--- src/rtl/led_bar_ctrl.sv ---
// led_bar_ctrl: shares one LED bar-graph driver between several measurement sources.
// Only the source picked by sel_i is accepted. Bar updates are throttled by a holdoff
// window. An optional peak-hold decays by DECAY_STEP each PEAK_HOLD_CYC idle cycles.
//
// Ports:
//   clk, rst       system clock; synchronous active-high reset
//   sel_i          selected source index (values >= SRC_NR select nothing)
//   src_data_i     packed source samples, source k at [k*DATA_W +: DATA_W]
//   src_valid_i    per-source sample valid
//   src_ready_o    per-source ready (combinational); non-selected sources are always ready
//   peak_en_i      peak-hold enable
//   bar_din_o      registered value to the bar driver
//   bar_update_o   registered one-cycle update strobe
//   bar_clr_o      registered one-cycle clear strobe
module led_bar_ctrl #(
    parameter int unsigned  DATA_W        = 12,
    parameter int unsigned  SRC_NR        = 3,
    parameter int unsigned  HOLDOFF_CYC   = 1000000,
    parameter int unsigned  PEAK_HOLD_CYC = 50000000,
    parameter int unsigned  DECAY_STEP    = 16,
    localparam int unsigned SRC_W         = $clog2(SRC_NR)
) (
    input  logic                     clk,
    input  logic                     rst,
    input  logic [SRC_W-1:0]         sel_i,
    input  logic [SRC_NR*DATA_W-1:0] src_data_i,
    input  logic [SRC_NR-1:0]        src_valid_i,
    output logic [SRC_NR-1:0]        src_ready_o,
    input  logic                     peak_en_i,
    output logic [DATA_W-1:0]        bar_din_o,
    output logic                     bar_update_o,
    output logic                     bar_clr_o
);

    localparam int unsigned HOLD_W = (HOLDOFF_CYC > 1) ? $clog2(HOLDOFF_CYC) : 1;
    localparam int unsigned PEAK_W = (PEAK_HOLD_CYC > 1) ? $clog2(PEAK_HOLD_CYC) : 1;

    localparam logic [HOLD_W-1:0] HOLD_LAST =
        HOLD_W'((HOLDOFF_CYC > 0) ? HOLDOFF_CYC - 1 : 0);
    localparam logic [PEAK_W-1:0] PEAK_LAST = PEAK_W'(PEAK_HOLD_CYC - 1);

    localparam logic [1:0] StIdle    = 2'd0;
    localparam logic [1:0] StUpdate  = 2'd1;
    localparam logic [1:0] StHoldoff = 2'd2;
    localparam logic [1:0] StClear   = 2'd3;

    logic [1:0]        state_q, state_d;
    logic [SRC_W-1:0]  sel_q, sel_d;
    logic [DATA_W-1:0] peak_q, peak_d;
    logic [PEAK_W-1:0] decay_cnt_q, decay_cnt_d;
    logic [HOLD_W-1:0] hold_cnt_q, hold_cnt_d;
    logic [DATA_W-1:0] bar_din_q, bar_din_d;
    logic              bar_update_q, bar_update_d;
    logic              bar_clr_q, bar_clr_d;

    logic [DATA_W-1:0] sel_data;
    logic              sel_valid;
    logic              sel_chg;
    logic              xfer;
    logic [31:0]       peak_ext;
    logic [DATA_W-1:0] peak_decayed;

    assign sel_chg = (sel_i != sel_q);

    // Out-of-range sel_q matches no source, leaving sel_valid low so no transfer occurs.
    always_comb begin
        sel_data  = '0;
        sel_valid = 1'b0;
        for (int unsigned k = 0; k < SRC_NR; k++) begin
            if (sel_q == SRC_W'(k)) begin
                sel_data  = src_data_i[k*DATA_W +: DATA_W];
                sel_valid = src_valid_i[k];
            end
        end
    end

    // Non-selected sources are always drained so upstream never stalls.
    always_comb begin
        src_ready_o = '0;
        for (int unsigned k = 0; k < SRC_NR; k++) begin
            src_ready_o[k] = (sel_q != SRC_W'(k)) || ((state_q == StIdle) && !sel_chg);
        end
    end

    assign xfer = (state_q == StIdle) && !sel_chg && sel_valid;

    // Saturating decay computed in 32 bits so a large DECAY_STEP cannot wrap.
    assign peak_ext     = 32'(peak_q);
    assign peak_decayed = (peak_ext > DECAY_STEP) ? DATA_W'(peak_ext - DECAY_STEP) : '0;

    always_comb begin
        state_d      = state_q;
        sel_d        = sel_q;
        peak_d       = peak_q;
        decay_cnt_d  = decay_cnt_q;
        hold_cnt_d   = hold_cnt_q;
        bar_din_d    = bar_din_q;
        bar_update_d = 1'b0;
        bar_clr_d    = 1'b0;

        // Peak tracking; a raising capture takes priority over a simultaneous decay expiry.
        if (!peak_en_i) begin
            peak_d      = '0;
            decay_cnt_d = '0;
        end else if (state_q != StClear) begin
            if (xfer && (sel_data > peak_q)) begin
                peak_d      = sel_data;
                decay_cnt_d = '0;
            end else if (decay_cnt_q == PEAK_LAST) begin
                peak_d      = peak_decayed;
                decay_cnt_d = '0;
            end else begin
                decay_cnt_d = decay_cnt_q + 1'b1;
            end
        end

        // Output strobes are registered, so they are raised on entry to their state.
        unique case (state_q)
            StIdle: begin
                if (sel_chg) begin
                    state_d   = StClear;
                    bar_clr_d = 1'b1;
                end else if (xfer) begin
                    state_d      = StUpdate;
                    bar_update_d = 1'b1;
                    bar_din_d    = peak_en_i ? peak_d : sel_data;
                end
            end
            StUpdate: begin
                hold_cnt_d = '0;
                if (sel_chg) begin
                    state_d   = StClear;
                    bar_clr_d = 1'b1;
                end else if (HOLDOFF_CYC == 0) begin
                    state_d = StIdle;
                end else begin
                    state_d = StHoldoff;
                end
            end
            StHoldoff: begin
                if (sel_chg) begin
                    state_d    = StClear;
                    bar_clr_d  = 1'b1;
                    hold_cnt_d = '0;
                end else if (hold_cnt_q == HOLD_LAST) begin
                    state_d    = StIdle;
                    hold_cnt_d = '0;
                end else begin
                    hold_cnt_d = hold_cnt_q + 1'b1;
                end
            end
            StClear: begin
                state_d     = StIdle;
                bar_din_d   = '0;
                peak_d      = '0;
                decay_cnt_d = '0;
                sel_d       = sel_i;
            end
            default: begin
                state_d = StIdle;
            end
        endcase
    end

    always_ff @(posedge clk) begin
        if (rst) begin
            state_q      <= StIdle;
            sel_q        <= sel_i;
            peak_q       <= '0;
            decay_cnt_q  <= '0;
            hold_cnt_q   <= '0;
            bar_din_q    <= '0;
            bar_update_q <= 1'b0;
            bar_clr_q    <= 1'b0;
        end else begin
            state_q      <= state_d;
            sel_q        <= sel_d;
            peak_q       <= peak_d;
            decay_cnt_q  <= decay_cnt_d;
            hold_cnt_q   <= hold_cnt_d;
            bar_din_q    <= bar_din_d;
            bar_update_q <= bar_update_d;
            bar_clr_q    <= bar_clr_d;
        end
    end

    assign bar_din_o    = bar_din_q;
    assign bar_update_o = bar_update_q;
    assign bar_clr_o    = bar_clr_q;

endmodule

--- config.mk ---
export PLATFORM = sky130hd
export DESIGN_NAME = led_bar_ctrl
export DESIGN_NICKNAME = d
export VERILOG_FILES = /design/src/rtl/led_bar_ctrl.sv
export SDC_FILE = /design/constraint.sdc
export NUM_CORES = 1
export LEC_CHECK = 0
export BUFFER_PORTS_ARGS = -buffer_cell sky130_fd_sc_hd__clkbuf_2
export CAP_MARGIN = 25
export CORE_MARGIN = 4
export CORE_UTILIZATION = 52
export CTS_CLUSTER_SIZE = 16
export DETAILED_ROUTE_END_ITERATION = 6
export HOLD_SLACK_MARGIN = 0.02
export MAX_ROUTING_LAYER = met4
export PLACE_DENSITY = 0.86
export SYNTH_ARGS = -nofsm -noshare
export SYNTH_HDL_FRONTEND = slang
export SYNTH_SLANG_ARGS = --single-unit
--- constraint.sdc ---
create_clock -name clk -period 3.3 [get_ports clk]
set_clock_uncertainty 0.05 [all_clocks]
set_input_delay 0.33 -clock clk [delete_from_list [all_inputs] [get_ports clk]]
set_output_delay 0.33 -clock clk [all_outputs]
set_load 0.005 [all_outputs]
==> out/results.ini <==
[outcome]
status = complete, no violations

[logic_synthesis]
synth_most_common_cell = nor2_1
yosys_warnings = 0
synth_cells = 547
yosys.area.top_type_share = 0.3306
ys.flop_type = dfxtp_1
synth_nets = 612
synth_area_um2 = 4481
yosys-top-cells-count = nor2_1 (84), dfxtp_1 (74), nand2_1 (40), inv_1 (29)
avgSynthCellArea_um2 = 8.191
yosysUniqueCellTypes = 69
ys_ff_latch = 76
yosysTopAreaCell = dfxtp_1
yosysSeqAreaShare = 0.3440
synth-edff-count = 2
postSynth.asyncResetShare = 0
synth.area.top_cells = dfxtp_1 (33%), nor2_1 (7.0%), ha_1 (5.9%)

[sta]
slew_violations = 0
worst_slack_ns = 0.1365
finalHoldViolations = 0
max_slew_margin = 0.4832
final.setup.tns_ns = 0
fmax_mhz = 316.1
setup_viol = 0
tightest_slew_ns = 0.7682
fin_crit_sh = 0.9586
rsz0062_at_grt = false
min_period_ns = 3.163

[power_and_ir_drop]
ir_drop_v = 0.0002728
switching_share = 0.3339
p_per_area_nw_per_um2 = 448.3
p_leak_nw = 1.931
pwr-share-clk = 0.309
power_frac_seq = 0.421
power.share.combinational = 0.270
internal-power_mw = 1.562
p_switching_mw = 0.7832

[placement]
dp_cells = 707
pre_cts_slack_ns = -0.01043
gp_congestion = 0.9616
portBuffers = 60
post-dp-hpwl_um = 8822

[setup_path]
critPathSlowestCell = edfxtp_1
crit_cells = 12
worstSetupStartpointType = flip-flop
cp-end-kind = flip-flop
path_class = reg -> reg
reg2reg_to = bar_din_o[4]$_SDFFE_PP0P_
crit_chain = buf_12 -> buf_4 -> mux2i_1 -> o21ai_0 -> ha_1 -> nand4_1 -> or3_4 -> or3_4 -> nand2_2 -> buf_4 -> nor3_1 -> o32ai_1
worstPathMaxFanout = 12
worst-path-buf-inv = 3
endpoint = bar_din_o[4]$_SDFFE_PP0P_
slowest_delay_ns = 0.44
worst_r2r_path_depth = 12
r2r_slack_ns = 0.14
critPathLaunch = sel_q[0]$_DFFE_PP_
r2r_start = sel_q[0]$_DFFE_PP_
required_ns = 3.50
worstPathArrival_ns = 3.37
crit_family = simple AND/OR/NAND/NOR gates

[finish]
syn_to_final_growth_pct = 16.78
nets = 681
final_core_util = 0.6305
drive_gt1_frac = 0.1868
num_antenna_cells = 0
fin_cells = 726

[detailed_routing]
dr.pass1.iters = 5
num_vias = 4408
avgViaCountPerCell = 6.072
routed_wl_um = 11820
drtIter0Drc = 427
avgRoutedWirePerCell_um = 16.28
antenna_left = 0
drc = 0

[clock_tree]
cts_buffers = 9
cts_root_buf = clkbuf_8
clkTransAtPathRegs_ns = 0.08
clock_sinks = 76
cts_tree = yes
cts.path.max_buffers = 2
htreeDepth = 3
cts_hold_buf = 0
clock_latency_ns = 0.35

[floorplanning]
dieHeight_um = 100.8
ios = 61
die_x_um = 100.8
rows = 33
core-area_um2 = 8299
initial_utilization = 0.5399
die_area_um2 = 10170

[run]
maxCapViolCount = 0

[global_route]
grt_max_degree = 25
grtUsageTotal = 0.2423
antenna_found_initial = 0
grt_pass1_wl_um = 19490
grt_pass1_vias = 4345
gr-total-overflow = 0

[hold_path]
min_from = sel_i[0]
min_path_type = in -> reg

## worst register-to-register path: cells and delay by family (launching register included)
family	cells	cell delay [ns]
mux	1	0.13
flops	1	0.44
simple gates	5	1.13
compound gates	2	0.39
fa+ha+maj	1	0.36
buf+inv	3	0.58
## layer usage
layer,up-vias,share of wire,track usage
met2,212,0.47,0.3939
met1,2028,0.42,0.2838
met4,0,0.043,0.1140
met5,-,0,-
li1,2111,-,-
met3,57,0.073,0.05329
## placed cells by master (no fill, tap or decap), types with 4 or more instances in the layout
master	count
nor2_1	84
dfxtp_1	74
clkbuf_2	60
nand2_1	40
inv_1	29
xnor2_1	28
nand3_1	28
a21oi_1	28
nor3_1	21
xor2_1	21
ha_1	21
buf_4	20
mux2i_1	15
nand4_1	12
o211ai_1	10
clkbuf_8	10
o21ai_0	9
nor4_1	8
a31oi_1	7
o2111ai_1	5
or3_1	4
and4_1	4
and3_1	4
## power by group through the flow
stage,registers [mW],logic (mW),clock network [mW]
after floorplan,0.999,0.411,0
after global placement,1.01,0.571,0
after detailed placement,1.01,0.590,0
after CTS,0.987,0.594,0.736
after global routing,0.994,0.695,0.776
final,0.988,0.632,0.726
## worst min-delay path by stage
stage                                        endpoint  cells past startpoint
final                              sel_q[0]$_DFFE_PP_                      1
after global routing               sel_q[1]$_DFFE_PP_                      1
after floorplan                    sel_q[0]$_DFFE_PP_                      0
after CTS                          sel_q[0]$_DFFE_PP_                      1
after global placement    decay_cnt_q[0]$_SDFFE_PP0N_                      1
after detailed placement  decay_cnt_q[0]$_SDFFE_PP0N_                      1
## stage by stage
stage,power [mW],instance area (um^2),hold slack [ns]
2_1_floorplan,1.410,4481,0.3789
3_3_place_gp,1.577,4964,0.4038
5_1_grt,2.465,5233,0.1426
6_report,2.346,5233,0.1467
4_1_cts,2.317,5167,0.1352
3_5_place_dp,1.598,4964,0.4116
## cells by family (layout without fill, tap and decap cells)
family	after synthesis	in the layout	share of synthesized area
buffers and inverters	53	126	0.04747
AOI/OAI and AO/OA	104	104	0.1695
and+or+nand+nor	229	230	0.2510
adders and majority gates	21	21	0.05864
muxes	15	15	0.03351
DFF	76	76	0.3440
xor gates and xnor gates	49	49	0.09579
## flip-flops by register name (all words and copies together), names as in the netlist
| register | count |
|---|---|
| decay_cnt_q | 26 |
| bar_din_o | 12 |
| bar_update_o | 1 |
| sel_q | 2 |
| hold_cnt_q | 20 |
| bar_clr_o | 1 |
| state_q | 2 |
| peak_q | 12 |
## area by class of cell
| cell class | count | area, um^2 |
|---|---|---|
| clock buffer | 11 | 141.4 |
| clock inverter | 5 | 61.31 |
| fill | 682 | 3067 |
| inverter | 29 | 108.9 |
| multi-input combinational | 419 | 2778 |
| sequential | 76 | 1541 |
| tap | 105 | 131.4 |
| timing repair buffer | 81 | 470.5 |
## what timing repair did
item | CTS | global route
endpoints found under the setup margin | 3 | 47
setup buffers | 0 | 2
pin swaps | 0 | 4
resized for setup | 1 | 7
cloned | 0 | 1
Power figures use the tool's default switching activity.
